File: config.mk
export PLATFORM = sky130hd
export DESIGN_NAME = bpsk_code_sequencer_flat
export DESIGN_NICKNAME = d
export VERILOG_FILES = /design/src/rtl/bpsk_code_sequencer_if.sv /design/src/rtl/bpsk_code_sequencer.sv /design/src/flat_wrapper.sv
export SDC_FILE = /design/constraint.sdc
export NUM_CORES = 1
export LEC_CHECK = 0
export BUFFER_PORTS_ARGS = -buffer_cell sky130_fd_sc_hd__buf_4
export CAP_MARGIN = 5
export CORE_UTILIZATION = 45
export CTS_BUF_LIST = sky130_fd_sc_hd__clkbuf_16
export DETAILED_ROUTE_END_ITERATION = 8
export PLACE_DENSITY = 0.69
export SYNTH_ARGS = -nofsm -noshare
export SYNTH_HDL_FRONTEND = slang
export SYNTH_SLANG_ARGS = --single-unit
File: constraint.sdc
create_clock -name clk_i -period 3.92 [get_ports clk_i]
set_input_delay 0.392 -clock clk_i [delete_from_list [all_inputs] [get_ports clk_i]]
set_output_delay 0.392 -clock clk_i [all_outputs]
set_load 0.02 [all_outputs]
File: src/rtl/bpsk_code_sequencer_if.sv
// Signal bundle between the processor-side configuration registers and the BPSK chip sequencer.
// The master modport is the configuration/control side; the slave modport is the sequencer.
interface bpsk_code_sequencer_if #(
    parameter int unsigned CODE_MAX_LEN = 64,
    parameter int unsigned DIV_W        = 16,
    parameter int unsigned PRI_W        = 32,
    parameter int unsigned CNT_W        = 16
);
    logic [CODE_MAX_LEN-1:0] code_word;
    logic [6:0]              code_len;
    logic [DIV_W-1:0]        chip_div;
    logic [PRI_W-1:0]        pri_period;
    logic [CNT_W-1:0]        num_pulses;
    logic                    start;
    logic                    abort;

    logic                    cod;
    logic                    tx_en;
    logic                    chip_strobe;
    logic                    pulse_start;
    logic                    busy;
    logic                    done;
    logic                    cfg_err;
    logic [CNT_W-1:0]        pulse_cnt;

    modport master (
        output code_word, code_len, chip_div, pri_period, num_pulses, start, abort,
        input  cod, tx_en, chip_strobe, pulse_start, busy, done, cfg_err, pulse_cnt
    );

    modport slave (
        input  code_word, code_len, chip_div, pri_period, num_pulses, start, abort,
        output cod, tx_en, chip_strobe, pulse_start, busy, done, cfg_err, pulse_cnt
    );
endinterface

File: src/rtl/bpsk_code_sequencer.sv
// BPSK pulse/chip scheduler: plays a latched binary phase code MSB-first, one burst per PRI,
// for a programmable number of bursts (or continuously until abort). All outputs registered.
module bpsk_code_sequencer #(
    parameter int unsigned CODE_MAX_LEN = 64,
    parameter int unsigned DIV_W        = 16,
    parameter int unsigned PRI_W        = 32,
    parameter int unsigned CNT_W        = 16
) (
    input logic                  clk_i,
    input logic                  rst_ni,
    bpsk_code_sequencer_if.slave seq_io
);
    localparam int unsigned IDX_W  = (CODE_MAX_LEN > 1) ? $clog2(CODE_MAX_LEN) : 1;
    localparam int unsigned PROD_W = 7 + DIV_W + 1;
    localparam int unsigned CMP_W  = ((PRI_W > PROD_W) ? PRI_W : PROD_W) + 1;

    typedef enum logic [1:0] {StIdle, StChips, StGap} state_e;

    state_e                  state_q, state_d;
    logic [CODE_MAX_LEN-1:0] code_q, code_d;
    logic [6:0]              len_q, len_d;
    logic [DIV_W-1:0]        div_q, div_d;
    logic [PRI_W-1:0]        pri_q, pri_d;
    logic [CNT_W-1:0]        num_q, num_d;
    logic [PRI_W-1:0]        pri_cnt_q, pri_cnt_d;
    logic [DIV_W-1:0]        div_cnt_q, div_cnt_d;
    logic [6:0]              chip_idx_q, chip_idx_d;
    logic                    cod_q, cod_d;
    logic                    tx_en_q, tx_en_d;
    logic                    chip_strobe_q, chip_strobe_d;
    logic                    pulse_start_q, pulse_start_d;
    logic                    busy_q, busy_d;
    logic                    done_q, done_d;
    logic                    cfg_err_q, cfg_err_d;
    logic [CNT_W-1:0]        pulse_cnt_q, pulse_cnt_d;

    logic [PROD_W-1:0]       burst_len;
    logic                    cfg_bad;
    logic [IDX_W-1:0]        first_pos_in, first_pos, next_pos;
    logic [CNT_W-1:0]        cnt_inc;

    // Burst length is formed at full width so a large chip_div cannot wrap the check.
    always_comb begin
        burst_len = PROD_W'(seq_io.code_len) * (PROD_W'(seq_io.chip_div) + PROD_W'(1));
        cfg_bad   = (seq_io.code_len == 7'd0)
                 || (32'(seq_io.code_len) > CODE_MAX_LEN)
                 || (CMP_W'(seq_io.pri_period) < CMP_W'(burst_len) + CMP_W'(1));
    end

    always_comb begin
        first_pos_in = IDX_W'(seq_io.code_len - 7'd1);
        first_pos    = IDX_W'(len_q - 7'd1);
        next_pos     = IDX_W'(len_q - chip_idx_q - 7'd2);
        cnt_inc      = (pulse_cnt_q == '1) ? pulse_cnt_q : pulse_cnt_q + CNT_W'(1);
    end

    always_comb begin
        state_d       = state_q;
        code_d        = code_q;
        len_d         = len_q;
        div_d         = div_q;
        pri_d         = pri_q;
        num_d         = num_q;
        pri_cnt_d     = pri_cnt_q;
        div_cnt_d     = div_cnt_q;
        chip_idx_d    = chip_idx_q;
        cod_d         = cod_q;
        tx_en_d       = tx_en_q;
        chip_strobe_d = 1'b0;
        pulse_start_d = 1'b0;
        done_d        = 1'b0;
        cfg_err_d     = cfg_err_q;
        pulse_cnt_d   = pulse_cnt_q;

        if (seq_io.abort) begin
            state_d = StIdle;
            cod_d   = 1'b1;
            tx_en_d = 1'b0;
        end else begin
            unique case (state_q)
                StIdle: begin
                    if (seq_io.start) begin
                        if (cfg_bad) begin
                            cfg_err_d = 1'b1;
                        end else begin
                            code_d        = seq_io.code_word;
                            len_d         = seq_io.code_len;
                            div_d         = seq_io.chip_div;
                            pri_d         = seq_io.pri_period;
                            num_d         = seq_io.num_pulses;
                            cfg_err_d     = 1'b0;
                            pulse_cnt_d   = CNT_W'(1);
                            state_d       = StChips;
                            pri_cnt_d     = '0;
                            div_cnt_d     = '0;
                            chip_idx_d    = '0;
                            tx_en_d       = 1'b1;
                            cod_d         = seq_io.code_word[first_pos_in];
                            pulse_start_d = 1'b1;
                            chip_strobe_d = 1'b1;
                        end
                    end
                end
                StChips: begin
                    pri_cnt_d = pri_cnt_q + PRI_W'(1);
                    if (div_cnt_q == div_q) begin
                        div_cnt_d = '0;
                        if (chip_idx_q == len_q - 7'd1) begin
                            state_d = StGap;
                            tx_en_d = 1'b0;
                            cod_d   = 1'b1;
                        end else begin
                            chip_idx_d    = chip_idx_q + 7'd1;
                            cod_d         = code_q[next_pos];
                            chip_strobe_d = 1'b1;
                        end
                    end else begin
                        div_cnt_d = div_cnt_q + DIV_W'(1);
                    end
                end
                StGap: begin
                    if (pri_cnt_q == pri_q - PRI_W'(1)) begin
                        if ((num_q == '0) || (pulse_cnt_q < num_q)) begin
                            state_d       = StChips;
                            pri_cnt_d     = '0;
                            div_cnt_d     = '0;
                            chip_idx_d    = '0;
                            tx_en_d       = 1'b1;
                            cod_d         = code_q[first_pos];
                            pulse_start_d = 1'b1;
                            chip_strobe_d = 1'b1;
                            pulse_cnt_d   = cnt_inc;
                        end else begin
                            state_d = StIdle;
                            done_d  = 1'b1;
                        end
                    end else begin
                        pri_cnt_d = pri_cnt_q + PRI_W'(1);
                    end
                end
                default: state_d = StIdle;
            endcase
        end

        busy_d = (state_d != StIdle);
    end

    always_ff @(posedge clk_i or negedge rst_ni) begin
        if (!rst_ni) begin
            state_q       <= StIdle;
            code_q        <= '0;
            len_q         <= '0;
            div_q         <= '0;
            pri_q         <= '0;
            num_q         <= '0;
            pri_cnt_q     <= '0;
            div_cnt_q     <= '0;
            chip_idx_q    <= '0;
            cod_q         <= 1'b1;
            tx_en_q       <= 1'b0;
            chip_strobe_q <= 1'b0;
            pulse_start_q <= 1'b0;
            busy_q        <= 1'b0;
            done_q        <= 1'b0;
            cfg_err_q     <= 1'b0;
            pulse_cnt_q   <= '0;
        end else begin
            state_q       <= state_d;
            code_q        <= code_d;
            len_q         <= len_d;
            div_q         <= div_d;
            pri_q         <= pri_d;
            num_q         <= num_d;
            pri_cnt_q     <= pri_cnt_d;
            div_cnt_q     <= div_cnt_d;
            chip_idx_q    <= chip_idx_d;
            cod_q         <= cod_d;
            tx_en_q       <= tx_en_d;
            chip_strobe_q <= chip_strobe_d;
            pulse_start_q <= pulse_start_d;
            busy_q        <= busy_d;
            done_q        <= done_d;
            cfg_err_q     <= cfg_err_d;
            pulse_cnt_q   <= pulse_cnt_d;
        end
    end

    assign seq_io.cod         = cod_q;
    assign seq_io.tx_en       = tx_en_q;
    assign seq_io.chip_strobe = chip_strobe_q;
    assign seq_io.pulse_start = pulse_start_q;
    assign seq_io.busy        = busy_q;
    assign seq_io.done        = done_q;
    assign seq_io.cfg_err     = cfg_err_q;
    assign seq_io.pulse_cnt   = pulse_cnt_q;
endmodule
File: src/flat_wrapper.sv
// flat-port wrapper written by rule: the top's interface ports become plain ports
module bpsk_code_sequencer_flat 
#(
    parameter int unsigned CODE_MAX_LEN = 64,
    parameter int unsigned DIV_W        = 16,
    parameter int unsigned PRI_W        = 32,
    parameter int unsigned CNT_W        = 16
)
  (clk_i, rst_ni, seq_io_code_word, seq_io_code_len, seq_io_chip_div, seq_io_pri_period, seq_io_num_pulses, seq_io_start, seq_io_abort, seq_io_cod, seq_io_tx_en, seq_io_chip_strobe, seq_io_pulse_start, seq_io_busy, seq_io_done, seq_io_cfg_err, seq_io_pulse_cnt);
  bpsk_code_sequencer_if #(.CODE_MAX_LEN(CODE_MAX_LEN), .DIV_W(DIV_W), .PRI_W(PRI_W), .CNT_W(CNT_W)) seq_io_i ();
  input logic clk_i;
  input logic rst_ni;
  input wire logic [$bits(seq_io_i.code_word)-1:0] seq_io_code_word;
  input wire logic [$bits(seq_io_i.code_len)-1:0] seq_io_code_len;
  input wire logic [$bits(seq_io_i.chip_div)-1:0] seq_io_chip_div;
  input wire logic [$bits(seq_io_i.pri_period)-1:0] seq_io_pri_period;
  input wire logic [$bits(seq_io_i.num_pulses)-1:0] seq_io_num_pulses;
  input wire logic [$bits(seq_io_i.start)-1:0] seq_io_start;
  input wire logic [$bits(seq_io_i.abort)-1:0] seq_io_abort;
  output wire logic [$bits(seq_io_i.cod)-1:0] seq_io_cod;
  output wire logic [$bits(seq_io_i.tx_en)-1:0] seq_io_tx_en;
  output wire logic [$bits(seq_io_i.chip_strobe)-1:0] seq_io_chip_strobe;
  output wire logic [$bits(seq_io_i.pulse_start)-1:0] seq_io_pulse_start;
  output wire logic [$bits(seq_io_i.busy)-1:0] seq_io_busy;
  output wire logic [$bits(seq_io_i.done)-1:0] seq_io_done;
  output wire logic [$bits(seq_io_i.cfg_err)-1:0] seq_io_cfg_err;
  output wire logic [$bits(seq_io_i.pulse_cnt)-1:0] seq_io_pulse_cnt;
  assign seq_io_i.code_word = seq_io_code_word;
  assign seq_io_i.code_len = seq_io_code_len;
  assign seq_io_i.chip_div = seq_io_chip_div;
  assign seq_io_i.pri_period = seq_io_pri_period;
  assign seq_io_i.num_pulses = seq_io_num_pulses;
  assign seq_io_i.start = seq_io_start;
  assign seq_io_i.abort = seq_io_abort;
  assign seq_io_cod = seq_io_i.cod;
  assign seq_io_tx_en = seq_io_i.tx_en;
  assign seq_io_chip_strobe = seq_io_i.chip_strobe;
  assign seq_io_pulse_start = seq_io_i.pulse_start;
  assign seq_io_busy = seq_io_i.busy;
  assign seq_io_done = seq_io_i.done;
  assign seq_io_cfg_err = seq_io_i.cfg_err;
  assign seq_io_pulse_cnt = seq_io_i.pulse_cnt;
  bpsk_code_sequencer #(.CODE_MAX_LEN(CODE_MAX_LEN), .DIV_W(DIV_W), .PRI_W(PRI_W), .CNT_W(CNT_W)) u_core (.clk_i(clk_i), .rst_ni(rst_ni), .seq_io(seq_io_i));
endmodule
**Word-level counts from Yosys, hierarchy flattened**

Cells that the tools add are included.

- Flip-flop bits (word level): 215
- Bits of input ports: 139
- Output and inout port bits: 23
- Word-level logic and storage cells: 144

- Add/subtract/negate cells: 11
- Multipliers: 1
- Order comparisons: 6
- Eq/ne operators: 20
- Multiplexer cells: 69
- Bitwise operators: 2
- Reductions and logical operators: 18

Operator list:

| kind | count |
|---|---|
| $mux 16 | 10 |
| $mux 32 | 4 |
| $pmux 32 s3 | 1 |
| $pmux 16 s3 | 1 |
| $mux 7 | 6 |
| $lt 32x33->1 | 1 |
| $add 16x1->16 const B | 2 |
| $add 32x1->32 const B | 1 |
| $eq 32x32->1 | 1 |
| $pmux 16 s2 | 1 |
| $sub 32x1->32 const B | 1 |
| $mux 1 | 31 |
| $add 24x1->25 const B | 1 |
| $mul 7x17->24 | 1 |
| $lt 6x7->1 const B | 3 |
| $pmux 7 s3 | 1 |
| $bmux 1 s6 | 3 |
| $add 16x1->17 const B | 1 |
| $eq 16x16->1 | 1 |
| $eq 16x16->1 const B | 1 |
| $logic_not 16->1 | 1 |
| $lt 16x16->1 | 1 |
| $reduce_and 7->1 | 2 |
| $mux 2 | 6 |
| other kinds (28) | 45 |

**Depth between registers and ports, before layout**

Gate-level depths: netlist (run 1).

- Depth in word-level cells: 10
- Mapped depth: 35

**Least setup slack after synthesis (run 1)**

No wires, ideal clock.

- Path kind: input to register
- From: in seq_io_chip_div[0]
- To: reg u_core.code_q[10]
- Arrival time: 7,909 ps
- Data required time: 3,795 ps
- Slack: -4,114 ps
- Stages: 29
- Path buffers: 2
- Cell sequence: ha_1 > nand3_1 > xor2_1 > nor2b_1 > fa_1 > fa_1 > fa_1 > inv_1 > fa_1 > inv_1 > ha_1 > a2111oi_0 > inv_1 > o21ai_0 > o21ai_0 > a221oi_1 > a21oi_1 > a21oi_1 > xnor2_1 > ha_1 > and4_1 > nand4_1 > or4_1 > a21oi_1 > nor3_1 > nor3_1 > clkbuf_1 > clkbuf_1 > mux2_2

- Word-level cells in the longest chain between the ends: 7

Ends and longest elaborated chain:

| element | RTL line | source |
|---|---|---|
| start: declaration | flat_wrapper.sv:15 | `input wire logic [$bits(seq_io_i.chip_div)-1:0] seq_io_chip_div;` |
| $add 16x1->17 | bpsk_code_sequencer.sv:44 | `burst_len = PROD_W'(seq_io.code_len) * (PROD_W'(seq_io.chip_div) + PROD_W'(1));` |
| $mul 7x17->24 | bpsk_code_sequencer.sv:44 |  |
| $add 24x1->25 | bpsk_code_sequencer.sv:47 | `\|\| (CMP_W'(seq_io.pri_period) < CMP_W'(burst_len) + CMP_W'(1));` |
| $lt 32x33->1 | bpsk_code_sequencer.sv:47 |  |
| $logic_or 1x1->1 | bpsk_code_sequencer.sv:47 |  |
| $not 1->1 (no source line) | - |  |
| $reduce_and 4->1 (no source line) | - |  |
| end signal: assignment | bpsk_code_sequencer.sv:169 | `code_q <= code_d;` |
| end: declaration | bpsk_code_sequencer.sv:20 | `logic [CODE_MAX_LEN-1:0] code_q, code_d;` |

Every way passes these cells.
A chain may end at the register's enable or synchronous reset.

**Worst setup path after layout (run 1)**

- From: in seq_io_chip_div[4]
- To: reg u_core.chip_idx_q[0]

- Word-level cells in the longest chain between the ends: 7

Ends and longest elaborated chain:

| element | RTL line | source |
|---|---|---|
| $add 16x1->17 | bpsk_code_sequencer.sv:44 |  |
| $mul 7x17->24 | bpsk_code_sequencer.sv:44 |  |
| $add 24x1->25 | bpsk_code_sequencer.sv:47 |  |
| $lt 32x33->1 | bpsk_code_sequencer.sv:47 |  |
| $logic_or 1x1->1 | bpsk_code_sequencer.sv:47 |  |
| $ne 2x2->1 (no source line) | - |  |
| $reduce_and 8->1 (no source line) | - |  |
| end signal: assignment | bpsk_code_sequencer.sv:176 | `chip_idx_q <= chip_idx_d;` |
| end: declaration | bpsk_code_sequencer.sv:27 | `logic [6:0] chip_idx_q, chip_idx_d;` |

Every way passes these cells.

==> results of run 1 <==
[worst paths after layout]
path | startpoint | to | slack (ps) | cells past startpoint
max | seq_io_chip_div[4] | u_core.chip_idx_q[0] | -3230 | 33
min | seq_io_num_pulses[2] | u_core.num_q[2] | 40 | 3
max reg2reg | u_core.pri_q[0] | u_core.seq_io.pulse_cnt[7] | -100 | 11
min reg2reg | u_core.div_q[11] | u_core.div_q[11] | 530 | 1
max in group asynchronous | rst_ni | u_core.div_cnt_q[7] | 2430 | 3
min in group asynchronous | rst_ni | u_core.pri_q[6] | 440 | 2
[sequential cells by signal, summed over array words and instances (netlist names), 2 cells and up]
| signal | flops |
|---|---|
| u_core.code_q | 64 |
| u_core.pri_cnt_q | 32 |
| u_core.pri_q | 32 |
| u_core.div_cnt_q | 16 |
| u_core.div_q | 16 |
| u_core.num_q | 16 |
| u_core.seq_io.pulse_cnt | 16 |
| u_core.chip_idx_q | 7 |
| u_core.len_q | 7 |
| u_core.state_q | 2 |
[power by group]
group | internal, uW | total (uW) | switching, uW
Clock | 1370 | 2390 | 1020
Combinational | 4390 | 8500 | 4110
Sequential | 2720 | 3270 | 556
Total | 8480 | 14200 | 5680
[worst register-to-register path, cell delays in order (launching register included)]
cell     delay [ps]
dfrtp_1         450
inv_1           110
ha_1            220
or3b_2          550
nor4_1          360
mux2i_1         290
nand4_1         120
or4_1           620
nor4_4          390
nand3_2         250
or4_1           520
o21ai_1          80
[layout by cell type (no fill, tap or decap), types with 19 or more instances in the layout]
cell / synthesis / routed
a21oi_1: 58 / 46
a2bb2oi_2: 0 / 19
and2_1: 30 / 30
and3_1: 30 / 28
buf_12: 0 / 27
buf_4: 0 / 325
buf_6: 1 / 38
clkbuf_16: 0 / 27
dfrtp_1: 214 / 214
fa_1: 75 / 73
ha_1: 108 / 94
inv_1: 144 / 137
mux2_4: 0 / 111
mux2i_1: 24 / 24
mux4_2: 50 / 50
nand2_1: 128 / 102
nand2b_1: 40 / 38
nand3_1: 55 / 46
nand4_1: 34 / 34
nor2_1: 79 / 66
nor2b_1: 67 / 56
nor3_1: 26 / 22
nor4_1: 27 / 26
o21ai_0: 87 / 29
o21ai_1: 1 / 31
o21ai_2: 0 / 28
xnor2_1: 36 / 33
xor2_1: 62 / 55
[final cells by class]
class                           count  share of cell area [%]
Inverter                          144                    2.17
Timing Repair Buffer              413                    15.4
Clock buffer                       25                    2.51
Tap cell                          525                    2.64
Sequential cell                   215                    21.6
Clock inverter                     21                   0.825
Multi-Input combinational cell   1401                    54.8
[kinds of logic after synthesis]
family | share of synthesized area (%)
AND/OR/NAND/NOR | 18.3
AO/OA/AOI/OAI | 11.9
buffers and inverters | 4.92
flip-flops | 29.6
multiplexers | 14.6
adder cells (fa/ha/maj) | 15.7
XOR/XNOR | 4.97
[repair_timing]
| action | CTS | global route |
|---|---|---|
| resized for setup | 272 | 174 |
| setup endpoints to repair | 214 | 214 |
| buffers inserted | 41 | 22 |
| endpoints found under the hold margin | 109 | 0 |
| gates cloned | 22 | 2 |
| pin swaps | 44 | 80 |
| hold buffers | 1 | 0 |
[layer usage]
metal | GRT usage (%) | wire [um] | vias to the layer above
met5 | 0 | 0 | -
met4 | 9.59 | 1950 | 0
met3 | 3.18 | 3100 | 141
met2 | 43.4 | 26700 | 639
met1 | 36.1 | 23800 | 8019
li1 | - | - | 7379
[stage by stage]
stage               area, um^2  hold slack (ps)  power (uW)
finish                   24900             41.1       14200
global route             24900             36.6       15100
CTS                      24300             27.2       13700
detailed placement       21600              517       10700
global placement         21600              505       10400
floorplan                18600             96.4        8300
==> metrics.txt, run 1 <==
first-pass GRT wire length 87.8 mm; post-synthesis net count 2167; pin count of the biggest net entering global routing 113; Num CTS Buffers 25; Yosys top cell area share 29.4%; crit path max fanout 9; CTS tree done; Setup Total Neg Slack -664120 ps; synthesis-to-layout area growth 36.8%; fmax 140 MHz; Skew-Pair Late Insertion Delay 560 ps; Die X 203 um; power density cells 569 nW/um^2; H-tree depth 1; Die ar. 41200 um^2; Final ANT Viol Nets 0; Site Rows 73; min cycle time layout 7150 ps; worst setup path category in -> reg; cell family with most CP delay adder cells; cell repeated most along the worst path fa_1; total of max-cap violations 0; post-synth top area cell dfrtp_1; Final Skew 15.1 ps; slowest stage cell, crit path fa_1; worst vdd ir 0.449 mV; initial antenna violation count 0; Area contributors post-synth dfrtp_1, fa_1, ha_1, mux2_2, mux4_2; CP arrival 7610 ps; Diodes inserted 0; final worst slack -3230 ps; die height 203 um; drt first pass iters 7; Post-synth ARST share 100%; Post-Syn Area 18200 um^2; Slew Limit Fails 0; Post-route DRC 0; Syn Inst Count 1845; Clock Tree Root clkbuf_16; LEAKAGE 0.0112 uW; fill count 3154; pre-CTS WS -3950 ps; worst min-delay path class in -> reg; count of flip-flops with a built-in enable after synthesis 0; Yosys warnings 0; Worst path max stage delay 550 ps; total track usage 26.5%; Ports 162; vias 16200; dominant synthesized flop cell dfrtp_1; post-DR vias/cell 5.90; initial core utilization 45.7%; Final nets 2522; Crit. End Element flop; total gr overflow 0; Final Cycle Share 182%; Synth cell types 84; final hold violation count 0; commonest cells in the synthesized netlist dfrtp_1, inv_1, nand2_1; final core utilization 62.5%; Slew headroom 27.9%; worst path required time 4380 ps; Syn Area/Cell 9.86 um^2; crit path launch type input port; failing checks setup timing; GP Congestion 0.943; CTS max path bufs 3; vias in the first global route 16500; total clock sinks 215; setup violators final 214; worst path bufs/invs 4; Core ar. 39800 um^2; placed cells 2625; DP HPWL 38.7 mm; status complete, but fails checks; Slew @ Worst Pin 1080 ps; Multi-input gate area 13600 um^2; initial DRC count 1192; IO buf count 161; sequential share of the synthesized area 29.6%; RSZ-0062 raised after global routing true; register area 5380 um^2; routed length per placed instance 20.3 um; Synth Register Bits 215; final WL 55.6 mm; most numerous cell in the Yosys netlist dfrtp_1; Post-Layout Cell Count 2744; CTS clk-pin slew, worst paths 60 ps; layout cells sized above 1 37.9%
Power figures use the tool's default switching activity.
==> run 2, diff against run 1 <==
--- a/config.mk
+++ b/config.mk
@@ -8,9 +8,9 @@
 export BUFFER_PORTS_ARGS = -buffer_cell sky130_fd_sc_hd__buf_4
 export CAP_MARGIN = 5
 export CORE_UTILIZATION = 45
-export CTS_BUF_LIST = sky130_fd_sc_hd__clkbuf_16
 export DETAILED_ROUTE_END_ITERATION = 8
 export PLACE_DENSITY = 0.69
+export SETUP_SLACK_MARGIN = 0.4
 export SYNTH_ARGS = -nofsm -noshare
 export SYNTH_HDL_FRONTEND = slang
 export SYNTH_SLANG_ARGS = --single-unit
==> metrics.txt, run 2 (synthesized netlist as in run 1, its figures left out) <==
max reg flops 64; Slew headroom 32.9%; total of max-cap violations 0; min cycle time layout 7120 ps; Core ar. 39800 um^2; Slew @ Worst Pin 1010 ps; RSZ-0062 raised after global routing true; Die ar. 41200 um^2; total gr overflow 0; initial antenna violation count 0; post-DR vias/cell 5.86; total track usage 26.2%; GP Congestion 0.943; initial core utilization 45.7%; slowest stage cell, crit path fa_1; most frequent cells in the layout buf_4, dfrtp_1, inv_1; DP HPWL 38.7 mm; Placement Cell Area 21600 um^2; initial DRC count 1083; commonest non-fill, non-tap cell in the layout buf_4; Clock Tree Root clkbuf_16; final WL 54.4 mm; Ports 162; worst vdd ir 0.455 mV; fmax 140 MHz; CTS max path bufs 3; Slew Limit Fails 0; CTS tree done; power density cells 571 nW/um^2; Sequential Power Share 23.3%; H-tree depth 1; failing checks setup timing; Final Cycle Share 182%; worst min-delay path class in -> reg; Num CTS Buffers 25; Setup Total Neg Slack -656440 ps; Diodes inserted 0; switching pwr 5560 uW; worst path required time 4370 ps; status complete, but fails checks; Site Rows 73; Crit. End Element flop; worst setup path category in -> reg; most flop-heavy register u_core.code_q; placed cells 2625; total clock sinks 215; Post-route DRC 0; crit path launch type input port; Skew-Pair Late Insertion Delay 560 ps; pin count of the biggest net entering global routing 113; post-route cell area 24600 um^2; Die X 203 um; first-pass GRT wire length 87.1 mm; synthesis-to-layout area growth 35.0%; CP arrival 7570 ps; Post-Layout Cell Count 2737; vias 16000; LEAKAGE 0.0110 uW; Final nets 2515; IO buf count 161; die height 203 um; setup violators final 214; vias in the first global route 16400; final hold violation count 0; CTS clk-pin slew, worst paths 60 ps; crit path max fanout 7; sw frac 39.6%; Final ANT Viol Nets 0; Internal 8470 uW; final core utilization 61.7%; drt first pass iters 6; Clock Power Share 17.6%; final worst slack -3200 ps; Power, Total 14000 uW; Worst path max stage delay 530 ps; routed length per placed instance 19.9 um; layout cells sized above 1 35.6%; Final Skew 20.4 ps; biggest regs u_core.code_q: 64 flops, u_core.pri_cnt_q: 32 flops, u_core.pri_q: 32 flops; Comb power frac 59.1%
run 2: metrics by stage:
step	setup WS, ps	hold WS (ps)
finish	-3200	46.6
global route	-3520	46.4
CTS	-3160	26.5
detailed placement	-3950	517
global placement	-3700	505
floorplan	-3340	96.4
run 2: routing by layer:
layer	track usage (%)	vias up	wire length (um)
met4	8.49	0	1720
met3	2.91	124	3110
met1	36.1	7953	23500
li1	-	7365	-
met2	43.2	590	26100
met5	0	-	0
run 2: power by group through the flow:
stage	clock [uW]	sequential [uW]	combinational, uW
after floorplan	0	3070	5230
after global placement	0	3210	7240
after detailed placement	0	3250	7430
after CTS	2500	3220	8040
after global routing	2590	3320	9080
final	2470	3270	8290
run 2: final timing paths:
| kind | start | to | slack [ps] | cells after the start |
|---|---|---|---|---|
| setup / recovery | seq_io_chip_div[3] | u_core.pri_cnt_q[9] | -3200 | 38 |
| hold / removal | seq_io_num_pulses[3] | u_core.num_q[3] | 50 | 3 |
| setup reg to reg | u_core.pri_q[0] | u_core.pri_cnt_q[9] | -60 | 16 |
| hold reg to reg | u_core.div_q[11] | u_core.div_q[11] | 530 | 1 |
| max in group asynchronous | rst_ni | u_core.code_q[35] | 2420 | 3 |
| min in group asynchronous | rst_ni | u_core.pri_q[8] | 490 | 2 |
run 2: area by class of cell:
class | count | area, um^2
inverters | 144 | 541
clock buffers | 31 | 688
multi-input cells | 1401 | 13300
clock inverters | 15 | 183
repair buffers | 406 | 3810
flip-flops and latches | 215 | 5380
fillers | 3177 | 15300
well taps | 525 | 657
run 2: critical path: cells and delay by family:
family	cells	cell delay, ps
and+or+nand+nor	10	1320
xor gates and xnor gates	2	340
buffers and inverters	11	1260
AOI/OAI and AO/OA	9	1730
adders and majority gates	6	2510
run 2: what timing repair did:
action,in CTS,in global routing
cloned,16,6
resized for setup,247,59
pin swaps,42,9
endpoints found under the hold margin,109,0
setup endpoints to repair,215,215
setup buffers,33,10
hold buffers,1,0
